`config.mk`:
```
export PLATFORM = sky130hd
export DESIGN_NAME = branch_resolver
export DESIGN_NICKNAME = d
export VERILOG_FILES = /design/src/rtl/branch_resolver_pkg.sv /design/src/rtl/branch_resolver_cmp.sv /design/src/rtl/branch_resolver.sv
export SDC_FILE = /design/constraint.sdc
export NUM_CORES = 1
export LEC_CHECK = 0
export CAP_MARGIN = 10
export CORE_MARGIN = 4
export CORE_UTILIZATION = 47
export CTS_BUF_LIST = sky130_fd_sc_hd__clkbuf_8
export DETAILED_ROUTE_END_ITERATION = 10
export GPL_TIMING_DRIVEN = 1
export PLACE_DENSITY = 0.88
export RECOVER_POWER = 50
export SLEW_MARGIN = 20
export SYNTH_ARGS = -nofsm -noshare
export SYNTH_HDL_FRONTEND = slang
export SYNTH_SLANG_ARGS = --single-unit
```
`constraint.sdc`:
```
create_clock -name clk -period 12.83 [get_ports clk]
set_clock_uncertainty 0.15 [all_clocks]
set_input_delay 1.9245 -clock clk [delete_from_list [all_inputs] [get_ports clk]]
set_output_delay 1.9245 -clock clk [all_outputs]
set_load 0.01 [all_outputs]
```
`src/rtl/branch_resolver_pkg.sv`:
```
// Shared field layout, branch-type encodings and FSM states for the EX-stage branch resolver.
package branch_resolver_pkg;

    localparam int SIZE_OF_BRANCH_INFO = 67;
    localparam int BRANCH_INFO_PC_HI   = 66;
    localparam int BRANCH_INFO_PC_LO   = 35;
    localparam int BRANCH_INFO_TAKEN   = 34;
    localparam int BRANCH_INFO_TAR_HI  = 33;
    localparam int BRANCH_INFO_TAR_LO  = 2;

    localparam int PACK_DIR    = 87;
    localparam int PACK_TAR_HI = 86;
    localparam int PACK_TAR_LO = 55;

    localparam logic [1:0] BTYPE_COND = 2'd0;
    localparam logic [1:0] BTYPE_JUMP = 2'd1;
    localparam logic [1:0] BTYPE_CALL = 2'd2;
    localparam logic [1:0] BTYPE_RET  = 2'd3;

    typedef enum logic [1:0] {
        BR_IDLE    = 2'd0,
        BR_WAIT_DS = 2'd1,
        BR_FLUSH   = 2'd2
    } br_state_t;

    function automatic logic [SIZE_OF_BRANCH_INFO-1:0] pack_branch_info(
        input logic [31:0] pc,
        input logic        taken,
        input logic [31:0] target,
        input logic [1:0]  btype
    );
        return {pc, taken, target, btype};
    endfunction

endpackage

```
`src/rtl/branch_resolver_cmp.sv`:
```
// Combinational misprediction detect and correct-PC generation for a resolved branch.
module branch_cmp (
    input  logic [31:0] ex_pc,
    input  logic        ex_taken,
    input  logic [31:0] ex_target,
    input  logic        pdir,
    input  logic [31:0] ptar,
    output logic        mispred,
    output logic [31:0] correct_pc
);

    // A taken branch that was predicted taken can still miss on its target.
    assign mispred    = (ex_taken != pdir) | (ex_taken & pdir & (ex_target != ptar));
    // Not-taken resumes after the delay slot.
    assign correct_pc = ex_taken ? ex_target : (ex_pc + 32'd8);

endmodule

```
`src/rtl/branch_resolver.sv`:
```
// EX-stage branch resolution: predictor update packet, delay-slot-aware flush/redirect, perf counters.
module branch_resolver
    import branch_resolver_pkg::*;
#(
    parameter int CNT_W  = 32,
    parameter int INFO_W = SIZE_OF_BRANCH_INFO,
    parameter int PACK_W = 88
) (
    input  logic              clk,
    input  logic              rst,
    input  logic              stall,
    input  logic              ex_kill,
    input  logic              ex_valid,
    input  logic              ex_is_branch,
    input  logic [1:0]        ex_btype,
    input  logic [31:0]       ex_pc,
    input  logic              ex_taken,
    input  logic [31:0]       ex_target,
    input  logic [PACK_W-1:0] corr_pack_i,
    input  logic              ds_valid,
    output logic [INFO_W-1:0] branch_info_o,
    output logic              flush_o,
    output logic [31:0]       redirect_pc_o,
    output logic [CNT_W-1:0]  branch_cnt_o,
    output logic [CNT_W-1:0]  mispred_cnt_o
);

    br_state_t   state;
    br_state_t   state_next;
    logic        resolve;
    logic        mispred;
    logic [31:0] correct_pc;
    logic        pdir;
    logic [31:0] ptar;
    logic        unused_pack_bits;

    assign pdir             = corr_pack_i[PACK_DIR];
    assign ptar             = corr_pack_i[PACK_TAR_HI:PACK_TAR_LO];
    assign unused_pack_bits = ^corr_pack_i[PACK_TAR_LO-1:0];

    branch_cmp u_cmp (
        .ex_pc      (ex_pc),
        .ex_taken   (ex_taken),
        .ex_target  (ex_target),
        .pdir       (pdir),
        .ptar       (ptar),
        .mispred    (mispred),
        .correct_pc (correct_pc)
    );

    assign resolve = ex_valid & ex_is_branch & ~stall & ~ex_kill & (state == BR_IDLE);

    always_comb begin
        state_next = state;
        case (state)
            BR_IDLE: begin
                if (resolve & mispred)
                    state_next = ds_valid ? BR_FLUSH : BR_WAIT_DS;
            end
            BR_WAIT_DS: begin
                if (ds_valid & ~stall)
                    state_next = BR_FLUSH;
            end
            BR_FLUSH: begin
                if (~stall)
                    state_next = BR_IDLE;
            end
            default: state_next = BR_IDLE;
        endcase
        // A CP0 flush overrides everything, stall included.
        if (ex_kill)
            state_next = BR_IDLE;
    end

    always_ff @(posedge clk or posedge rst) begin
        if (rst) begin
            state         <= BR_IDLE;
            flush_o       <= 1'b0;
            redirect_pc_o <= 32'd0;
            branch_info_o <= '0;
            branch_cnt_o  <= '0;
            mispred_cnt_o <= '0;
        end else begin
            state         <= state_next;
            flush_o       <= (state_next == BR_FLUSH);
            branch_info_o <= resolve ? INFO_W'(pack_branch_info(ex_pc, ex_taken, ex_target, ex_btype))
                                     : '0;
            if (resolve) begin
                branch_cnt_o <= branch_cnt_o + CNT_W'(1);
                if (mispred) begin
                    mispred_cnt_o <= mispred_cnt_o + CNT_W'(1);
                    redirect_pc_o <= correct_pc;
                end
            end
        end
    end

endmodule

```
### After elaboration in Yosys (flattened, before gate mapping)

Cells that the tools add are included.

| word-level totals | value |
|---|---|
| bits of input ports | 162 |
| output and inout bits | 164 |
| flip-flop bits (word level) | 166 |

| cells by class | value |
|---|---|
| reduce and logical (&&, ||, !) cells | 2 |
| mux-type cells | 8 |
| equal/unequal tests | 5 |
| bitwise logic cells | 11 |
| add/subtract/negate cells | 3 |

Operators by type and width:

| kind | number |
|---|---|
| $mux 67 | 1 |
| $add 32x1->32 const B | 2 |
| $add 32x4->32 const B | 1 |
| $mux 32 | 1 |
| $ne 32x32->1 | 1 |
| $mux 2 | 5 |
| $and 1x1->1 | 8 |
| $pmux 2 s3 | 1 |
| $eq 2x2->1 const B | 2 |
| $eq 2x1->1 const B | 1 |
| $logic_not 2->1 | 1 |
| $not 1->1 | 2 |
| $reduce_and 2->1 | 1 |
| $ne 1x1->1 | 1 |
| $or 1x1->1 | 1 |

### Longest topological paths before layout

Gate-level depths: netlist of run 1.

| logic depth | value |
|---|---|
| depth in word-level cells | 9 |
| mapped depth | 9 |
| gate-level depth less buffers | 8 |

### Hierarchy

Synthesis of run 1 repeated with hierarchy kept, for this count alone.

| unflattened totals | value |
|---|---|
| cell total of the unflattened synthesis | 685 |
| area total of the unflattened synthesis | 7729.9 µm² |

Modules (own cells, without submodules):

| module | sequential area each (µm²) | instances | cells an instance | area each (µm²) |
|---|---|---|---|---|
| branch_resolver | 4154.0 | 1 | 502 | 6507.5 |
| branch_cmp | 0.0 | 1 | 183 | 1222.4 |

### Worst setup path after synthesis of run 1

Ideal clock, no wire load.

| path | value |
|---|---|
| kind | input-to-reg |
| from | input ex_target[24] |
| to | register mispred_cnt_o[1] |
| stages | 7 |
| data arrival time | 3431 ps |
| path slack | 9125 ps |
| path buffers | 1 |
| setup time | 125 ps |
| required time | 12555 ps |
| path through | xor2_1 -> nor4_1 -> nand4_1 -> o21a_1 -> o21ai_2 -> buf_2 -> mux2_2 |

| between the ends | value |
|---|---|
| word-level cells in the longest chain between the ends | 4 |

Ends and longest elaborated chain:

| item | line | RTL |
|---|---|---|
| start: declaration | branch_resolver.sv:18 | `input logic [31:0] ex_target,` |
| $ne 32x32->1 | branch_resolver_cmp.sv:13 | `assign mispred = (ex_taken != pdir) \| (ex_taken & pdir & (ex_target != ptar));` |
| $and 1x1->1 | branch_resolver_cmp.sv:13 |  |
| $or 1x1->1 | branch_resolver_cmp.sv:13 |  |
| $reduce_and 2->1 (no source line) | - |  |
| end signal: assignment | branch_resolver.sv:91 | `mispred_cnt_o <= mispred_cnt_o + CNT_W'(1);` |
| end: declaration | branch_resolver.sv:25 | `output logic [CNT_W-1:0] mispred_cnt_o` |

No other way between the ends.
A chain may end at the register's enable or synchronous reset.

==> results of run 1 <==
[layout make-up]
| class | instances | area share [%] |
|---|---|---|
| clock buffers | 17 | 2.20 |
| clock inverters | 15 | 1.13 |
| multi-input cells | 484 | 29.2 |
| well taps | 211 | 2.48 |
| inverters | 11 | 0.400 |
| repair buffers | 275 | 25.6 |
| flip-flops and latches | 166 | 39.0 |
[stage by stage]
step           setup slack [ns]  util, %  power (mW)  instances  cell area, µm²
2_1_floorplan              6.27        -       0.685        685            7420
3_3_place_gp               7.24     67.4       0.835       1146           10300
3_5_place_dp               7.27     67.4       0.844       1146           10300
4_1_cts                    7.76     69.7        1.19       1178           10700
5_1_grt                    6.31     69.5        1.23       1179           10600
6_report                   7.10     69.5        1.17       1179           10600
[flip-flops by register name, summed over array words and instances, names as in the netlist]
| name | flops |
|---|---|
| branch_info_o | 67 |
| state | 2 |
| redirect_pc_o | 32 |
| mispred_cnt_o | 32 |
| branch_cnt_o | 32 |
| flush_o | 1 |
[final timing paths]
path / slack, ns / end / startpoint
worst max-delay path: 7.10 / branch_info_o[60] / rst
worst min-delay path: 0.33 / branch_cnt_o[31] / branch_cnt_o[31]
worst max register to register: 8.94 / mispred_cnt_o[13] / state[1]
worst min register to register: 0.33 / branch_cnt_o[31] / branch_cnt_o[31]
max in group clk: 7.35 / mispred_cnt_o[13] / ex_kill
min in group asynchronous: 3.19 / branch_cnt_o[19] / rst
[cells in the final DEF (no fill, tap or decap), drive strengths merged, types with 2 or more instances in the layout]
| cell | instances |
|---|---|
| dfrtp | 166 |
| clkdlybuf4s50 | 166 |
| dlygate4sd3 | 103 |
| xor2 | 76 |
| nand2 | 66 |
| and2 | 66 |
| nor2 | 44 |
| xnor2 | 44 |
| o21ai | 35 |
| nand3 | 30 |
| a21oi | 20 |
| clkbuf | 19 |
| inv | 17 |
| nand4 | 14 |
| nor3 | 14 |
| and3 | 12 |
| nor4 | 11 |
| and4 | 11 |
| mux2i | 9 |
| mux2 | 8 |
| clkinv | 6 |
| nand2b | 5 |
| ha | 4 |
| buf | 4 |
| clkinvlp | 3 |
| a2111oi | 2 |
| or4b | 2 |
[cells by family after synthesis]
logic type / Yosys count / synth area share, %
AO/OA/AOI/OAI: 61 / 4.42
XOR/XNOR: 120 / 14.2
adder cells (fa/ha/maj): 4 / 0.674
buffers and inverters: 35 / 1.94
flip-flops: 166 / 56.0
multiplexers: 17 / 2.43
AND/OR/NAND/NOR: 282 / 20.4
[power breakdown]
group	switching [mW]	leakage (nW)	internal (mW)	total (mW)
Sequential	0.0308	2.23	0.563	0.594
Combinational	0.108	2.60	0.120	0.228
Clock	0.208	0.180	0.138	0.347
Total	0.347	5.01	0.821	1.17
[per-layer routing]
layer  routed length (µm)  share of wire (%)  vias to the layer above  GRT usage (%)
met5                    0                  0                        -              0
met4                  548                2.5                        0           8.91
li1                     -                  -                     2841              -
met2                10500                 48                      227           40.0
met3                 1680                7.7                       39           7.40
met1                 8940                 41                     2913           31.5
[critical path, stage by stage]
cell and delay, ns:
dlygate4sd3_1 0.54, clkinvlp_2 2.61, buf_4 0.93
==> run_results.csv, run 1 <==
group,metric,value,unit
run_status,status,"finished, violations left",
run_status,violations,"capacitance limit, slew limit",
die,die_y,134,µm
cts,cts.sinks,166,
cells_and_area,fin_nets,1121,
die,core.rowCount,45,
sta,hold_ws,0.331,ns
cts,cts_hold_buf,0,
cts,root_buffer,"clkbuf_8",
cts,cts.path.max_buffers,2,
cts,cts_tree,"yes",
sta,rsz0062_at_grt,"no",
logic_synthesis,synth.most_common_cell,"dfrtp_1",
critical_path,critical_path_class,"primary input to asynchronous set/reset pin",
die,coreArea,15300,µm²
sta,finalSetupViolations,0,
sta,max_slew.worst_pin.slew,4.68,ns
logic_synthesis,synth_ff_type,"dfrtp_1",
die,start_util,48.5,%
sta,fin_crit_sh,44.7,%
routing,wl_per_cell,18.4,µm
min_path,hold_path.class,"flop to flop",
logic_synthesis,synth_edf_count,0,
min_path,worstHoldPathCells,1,
global_route,grt_util_all_layers,24.6,%
sta,fmax,0.175,GHz
flow_run,maxCapViolCount,2,
logic_synthesis,syn_area,7420,µm²
critical_path,crit_path_end_kind,"asynchronous set/reset pin",
cells_and_area,drive_above_1_share,4.86,%
critical_path,critPathArrivalTime,6.09,ns
sta,drv_slew,158,
sta,max-slew-margin-rel,-214,%
cells_and_area,seq_area,4150,µm²
routing,dr_total_vias,6020,
cells_and_area,multi_input_area,3100,µm²
routing,drc,0,
die,die_x,134,µm
routing,drtIter0Drc,345,
cts,clk-insertion-delay-late,0.46,ns
global_route,grt_pass1_vias,6084,
logic_synthesis,yosysTopAreaCellShare,56.0,%
routing,postRouteAntennaNets,0,
sta,fin_tns_setup,0,ns
cts,ctsResizeCount,0,
logic_synthesis,seq_area_frac_synth,56.0,%
routing,wl,21.6,mm
logic_synthesis,yosysTopAreaCell,"dfrtp_1",
global_route,antenna_found_initial,0,
logic_synthesis,synth_area_leaders,"dfrtp_1 56%, xor2_1 9.0%, and2_1 5.6%, xnor2_1 5.2%, nand2_1 3.3%",
placed_design,io_buffers,270,
cells_and_area,synthToLayoutAreaGrowth,43.4,%
global_route,grt_pass1_wl,33.8,mm
cells_and_area,antenna_cells,0,
critical_path,crit_required,13.19,ns
logic_synthesis,ys_async_sr_fraction,100,%
cts,cts_inserted_buffers,17,
logic_synthesis,synth-seq-cells,166,
placed_design,place.gp.congestion,0.810,
pwr,ir_drop,0.0000741,V
pwr,pwr_density_cell,110,nW/µm²
logic_synthesis,synth_cell_type_count,40,
pwr,power_leakage,5.01,nW
cts,post_cts_buffers,0,
routing,avgViaCountPerCell,5.11,
critical_path,rr_worst_depth,7,
critical_path,critPathLaunchType,"primary input",
logic_synthesis,yosys-top-cells-count,"166 x dfrtp_1, 76 x xor2_1, 66 x and2_1, 66 x nand2_1",
routing,first_pass_iters,4,
sta,min_period,5.73,ns
die,num_io_pins,326,
die,dieArea,17900,µm²
cts,htreeDepth,4,
logic_synthesis,ys.warnings.count,0,
cells_and_area,n_fill_cell,1134,
sta,hold_viol_final,0,
logic_synthesis,synth_nets,851,
cts,clkTransAtPathRegs,0.09,ns
global_route,grt_max_degree,111,
logic_synthesis,syn_avg_cell_area,10.8,µm²
placed_design,dp_hpwl,16.5,mm
global_route,gr-total-overflow,0,
critical_path,cp_max_fo,110,
logic_synthesis,synth_cells,685,
Note: power is estimated with default switching activity, not from simulation.
==> run 2: changes to the inputs <==
--- a/config.mk
+++ b/config.mk
@@ -7,11 +7,11 @@
 export LEC_CHECK = 0
 export CAP_MARGIN = 10
 export CORE_MARGIN = 4
-export CORE_UTILIZATION = 47
+export CORE_UTILIZATION = 44
 export CTS_BUF_LIST = sky130_fd_sc_hd__clkbuf_8
 export DETAILED_ROUTE_END_ITERATION = 10
 export GPL_TIMING_DRIVEN = 1
-export PLACE_DENSITY = 0.88
+export PLACE_DENSITY = 0.83
 export RECOVER_POWER = 50
 export SLEW_MARGIN = 20
 export SYNTH_ARGS = -nofsm -noshare
==> constraint.sdc (replaced) <==
create_clock -name clk -period 5.38 [get_ports clk]
set_clock_uncertainty 0.15 [all_clocks]
set_input_delay 0.807 -clock clk [delete_from_list [all_inputs] [get_ports clk]]
set_output_delay 0.807 -clock clk [all_outputs]
set_load 0.01 [all_outputs]
==> run_results.csv, run 2 (same netlist as run 1, synthesis figures left out) <==
group,metric,value,unit
die,die_y,138,µm
routing,postRouteAntennaNets,0,
cts,cts_hold_buf,0,
pwr,ir_drop,0.000160,V
cts,cts_inserted_buffers,17,
routing,dr_total_vias,5909,
cells_and_area,antenna_cells,0,
run_status,status,"finished, violations left",
placed_design,pre_cts_slack,1.26,ns
cts,clkTransAtPathRegs,0.10,ns
cells_and_area,drive_above_1_share,5.25,%
min_path,hold_path.class,"flop to flop",
sta,fmax,0.255,GHz
min_path,worstHoldPathCells,2,
global_route,grt_util_all_layers,22.8,%
routing,first_pass_iters,4,
sta,fin_tns_setup,0,ns
routing,drc,0,
cells_and_area,fin_nets,1124,
die,core.rowCount,47,
critical_path,crit_required,5.66,ns
critical_path,rr_worst_depth,6,
critical_path,cp_max_fo,41,
sta,fin_crit_sh,73.0,%
cts,post_cts_buffers,0,
die,dieArea,19000,µm²
cells_and_area,synthToLayoutAreaGrowth,44.9,%
critical_path,r2r_end,"branch_cnt_o[31]",
cells_and_area,layout_common_cells,"201 x clkdlybuf4s50_1, 166 x dfrtp_1, 76 x xor2_1",
sta,hold_viol_final,0,
global_route,gr-total-overflow,0,
routing,wl_per_cell,17.8,µm
sta,finalSetupViolations,0,
die,start_util,44.8,%
die,num_io_pins,326,
cts,cts.sinks,166,
cts,cts_tree,"yes",
cells_and_area,regMostFlops,"branch_info_o",
critical_path,critPathArrivalTime,4.20,ns
placed_design,place.gp.congestion,0.826,
critical_path,reg2reg_from,"state[1]",
cts,cts.path.max_buffers,2,
flow_run,maxCapViolCount,1,
pwr,power,2.85,mW
min_path,worstHoldStart,"redirect_pc_o[22]",
cells_and_area,largest_register_ffs,67,
critical_path,crit_path_end_kind,"asynchronous set/reset pin",
routing,wl,21.3,mm
critical_path,critical_path_class,"primary input to asynchronous set/reset pin",
placed_design,io_buffers,270,
sta,drv_slew,34,
pwr,pwr_density_cell,265,nW/µm²
global_route,grt_pass1_vias,5987,
critical_path,critPathLaunchType,"primary input",
run_status,violations,"capacitance limit, slew limit",
cts,ctsResizeCount,0,
die,coreArea,16600,µm²
critical_path,rrSetupSlack,2.43,ns
sta,max_slew.worst_pin.slew,1.92,ns
global_route,grt_max_degree,63,
sta,rsz0062_at_grt,"no",
cts,root_buffer,"clkbuf_8",
global_route,antenna_found_initial,0,
pwr,power_leakage,4.99,nW
sta,min_period,3.93,ns
routing,avgViaCountPerCell,4.96,
routing,drtIter0Drc,245,
sta,max-slew-margin-rel,-27.7,%
cts,clk-insertion-delay-late,0.46,ns
cts,htreeDepth,4,
placed_design,dp_hpwl,16.4,mm
sta,worst_slack,1.45,ns
min_path,hold_path_end,"redirect_pc_o[22]",
die,die_x,138,µm
cells_and_area,final_common_cell,"clkdlybuf4s50_1",
global_route,grt_pass1_wl,32.6,mm
[run 2: cell types whose count changed in the layout (fill, tap and decap cells not counted)]
cell	change
clkinv_4	-2
buf_12	+2
clkinv_2	-3
and2_0	-8
nor3_4	+1
clkdlybuf4s50_1	+35
nor3_1	-1
inv_6	-1
clkbuf_2	+1
clkinvlp_4	+1
dlygate4sd3_1	-35
and2_1	+8
clkinv_8	+3
inv_8	+2
[run 2: power by group]
| group | internal [mW] | switching [mW] | total [mW] | leakage (nW) |
|---|---|---|---|---|
| Clock | 0.347 | 0.529 | 0.876 | 0.188 |
| Sequential | 1.34 | 0.0758 | 1.42 | 2.23 |
| Combinational | 0.306 | 0.251 | 0.557 | 2.56 |
| Total | 1.99 | 0.855 | 2.85 | 4.99 |
[run 2: worst max-delay path by stage]
stage                       start                 to  cells past startpoint
global route                  rst  redirect_pc_o[23]                      4
detailed placement  ex_target[23]   redirect_pc_o[9]                     10
CTS                 ex_target[23]  redirect_pc_o[30]                      8
global placement    ex_target[24]  redirect_pc_o[25]                      8
finish                        rst  branch_info_o[65]                      4
floorplan                     rst    branch_cnt_o[0]                      1
[run 2: final cells by class]
cell class              count  area, µm²
fillers                  1329       5830
flip-flops and latches    166       4150
multi-input cells         484       3120
repair buffers            278       2770
well taps                 220        275
clock buffers              17        234
clock inverters            15        158
inverters                  11       42.5
[run 2: critical path: stages]
cell and delay [ns]:
dlygate4sd3_1 0.55, clkinvlp_2 0.37, clkbuf_1 1.42, clkbuf_2 1.00
[run 2: stage by stage]
stage          area (µm²)  cells  hold slack [ns]  util (%)
6_report            10800   1191            0.338      64.8
3_3_place_gp        10400   1158            0.312      62.6
3_5_place_dp        10400   1158            0.320      62.6
5_1_grt             10800   1191            0.352      64.8
2_1_floorplan        7430    685            0.336         -
4_1_cts             10800   1190            0.337      65.0
[run 2: metal layers]
layer  up-vias  GRT usage [%]  part of all wire [%]
met5         -              0                     0
met4         0           7.85                   2.2
met3        31           7.26                   8.5
met2       209           36.7                    48
met1      2825           29.4                    41
li1       2844              -                     -
==> run 3: changes to the inputs <==
==> constraint.sdc (replaced) <==
create_clock -name clk -period 4.1 [get_ports clk]
set_clock_uncertainty 0.15 [all_clocks]
set_input_delay 0.615 -clock clk [delete_from_list [all_inputs] [get_ports clk]]
set_output_delay 0.615 -clock clk [all_outputs]
set_load 0.01 [all_outputs]
==> run_results.csv, run 3 (same netlist as run 1, synthesis figures left out) <==
group,metric,value,unit
sta,hold_ws,0.327,ns
cts,cts.sinks,166,
cells_and_area,final_common_cell,"clkdlybuf4s50_1",
cts,cts.path.max_buffers,2,
cells_and_area,synthToLayoutAreaGrowth,44.9,%
critical_path,reg2reg_from,"state[1]",
routing,dr_total_vias,5932,
routing,drtIter0Drc,273,
die,core.rowCount,47,
sta,fin_crit_sh,78.8,%
critical_path,critPathLaunchType,"primary input",
cts,root_buffer,"clkbuf_8",
placed_design,place_area,10400,µm²
cts,clk-insertion-delay-late,0.46,ns
cells_and_area,largest_register_ffs,67,
routing,first_pass_iters,4,
routing,highest_layer,"met4",
sta,drv_slew,38,
sta,hold_viol_final,0,
cts,cts_hold_buf,0,
global_route,antenna_found_initial,0,
routing,dr_wl_met2,10.1,mm
die,die_x,138,µm
cts,post_cts_buffers,0,
placed_design,io_buffers,270,
routing,drc,0,
critical_path,critPathArrivalTime,3.43,ns
pwr,power,3.83,mW
run_status,violations,"capacitance limit, slew limit",
critical_path,cp_slowest_stage_delay,0.58,ns
pwr,pwr_density_cell,356,nW/µm²
routing,postRouteAntennaNets,0,
critical_path,rr_worst_depth,8,
critical_path,r2r_end,"mispred_cnt_o[29]",
run_status,status,"finished, violations left",
routing,wl_met3,1.90,mm
die,dieArea,19000,µm²
sta,min_period,3.23,ns
min_path,hold_path_end,"mispred_cnt_o[31]",
sta,fin_tns_setup,0,ns
placed_design,place.gp.congestion,0.843,
sta,max-slew-margin-rel,-2.84,%
routing,wl_per_cell,17.9,µm
global_route,grt_pass1_vias,6002,
cts,htreeDepth,4,
cells_and_area,layout_common_cells,"257 x clkdlybuf4s50_1, 166 x dfrtp_1, 76 x xor2_1",
die,die_y,138,µm
min_path,worstHoldPathCells,1,
cells_and_area,antenna_cells,0,
critical_path,cp_max_fo,10,
critical_path,crit_path_end_kind,"flop",
sta,fmax,0.309,GHz
routing,drt-met1-wl,8.74,mm
sta,rsz0062_at_grt,"no",
placed_design,dp_hpwl,16.2,mm
routing,avgViaCountPerCell,4.98,
critical_path,crit_path_top_delay_cell,"dlygate4sd3_1",
cells_and_area,finalNonFillerCells,1191,
critical_path,crit_chain,"dlygate4sd3_1 -> nand4bb_1 -> nor3_1 -> clkbuf_1 -> and4_1 -> nand2_1 -> a21oi_1 -> nand3_1 -> xnor2_1",
cts,cts_inserted_buffers,17,
global_route,gr-total-overflow,0,
cells_and_area,fin_area,10800,µm²
cells_and_area,drive_above_1_share,5.25,%
cells_and_area,fin_nets,1124,
min_path,worstHoldStart,"mispred_cnt_o[31]",
flow_run,maxCapViolCount,1,
die,coreArea,16600,µm²
routing,wl,21.4,mm
global_route,grt_pass1_wl,32.6,mm
critical_path,rrSetupSlack,1.15,ns
cells_and_area,n_fill_cell,1351,
pwr,ir_drop,0.000195,V
min_path,hold_path.class,"flop to flop",
cts,ctsResizeCount,0,
die,start_util,44.8,%
critical_path,crit_required,4.30,ns
sta,max_slew.worst_pin.slew,1.53,ns
global_route,grt_util_all_layers,22.7,%
critical_path,cp_top_family,"simple AND/OR/NAND/NOR gates",
global_route,grt_max_degree,89,
sta,finalSetupViolations,0,
die,num_io_pins,326,
critical_path,critical_path_class,"primary input to flop",
cells_and_area,regMostFlops,"branch_info_o",
critical_path,cp_num_buf_inv,2,
cts,cts_tree,"yes",
cts,clkTransAtPathRegs,0.10,ns
pwr,power_leakage,4.78,nW
placed_design,place_inst,1159,
[run 3: cell types whose count changed in the layout (fill, tap and decap cells not counted), moves of 2 or more]
| cell | change |
|---|---|
| and2_1 | -32 |
| bufinv_16 | +2 |
| dlygate4sd3_1 | -56 |
| and2_0 | +32 |
| clkdlybuf4s50_1 | +56 |
| clkinv_8 | -2 |
[run 3: worst max-delay path by stage]
stage | start | end | slack, ns | cells after the start
floorplan | rst | branch_cnt_o[0] | 1.22 | 1
global placement | ex_target[23] | redirect_pc_o[28] | 0.51 | 8
detailed placement | ex_target[26] | redirect_pc_o[28] | 0.50 | 8
CTS | ex_target[24] | redirect_pc_o[28] | 1.0 | 8
global route | rst | branch_info_o[29] | 0.60 | 3
finish | ex_kill | mispred_cnt_o[29] | 0.87 | 9
[run 3: metrics by stage]
step                      utilization, %  worst slack, ns
after floorplan                        -             1.22
after global placement              62.7            0.506
after detailed placement            62.7            0.500
after CTS                           65.2            0.998
after global routing                64.8            0.603
final                               64.8            0.868
[run 3: routing by layer]
metal | GRT usage, % | vias to the layer above
met2 | 36.7 | 222
met5 | 0 | -
met3 | 7.04 | 38
li1 | - | 2840
met1 | 28.3 | 2832
met4 | 9.50 | 0
[run 3: where the power goes]
part	switching [mW]	internal, mW
logic	0.327	0.403
clock network	0.670	0.566
registers	0.0970	1.76
total	1.09	2.73
[run 3: cell type report]
cell class                      count  area [µm²]  share of cell area (%)
Timing Repair Buffer              278        2760                    25.7
Tap cell                          220         275                    2.56
Clock buffer                       17         234                    2.18
Clock inverter                     15         183                    1.70
Sequential cell                   166        4150                    38.6
Inverter                           11        42.5                   0.396
Multi-Input combinational cell    484        3100                    28.9
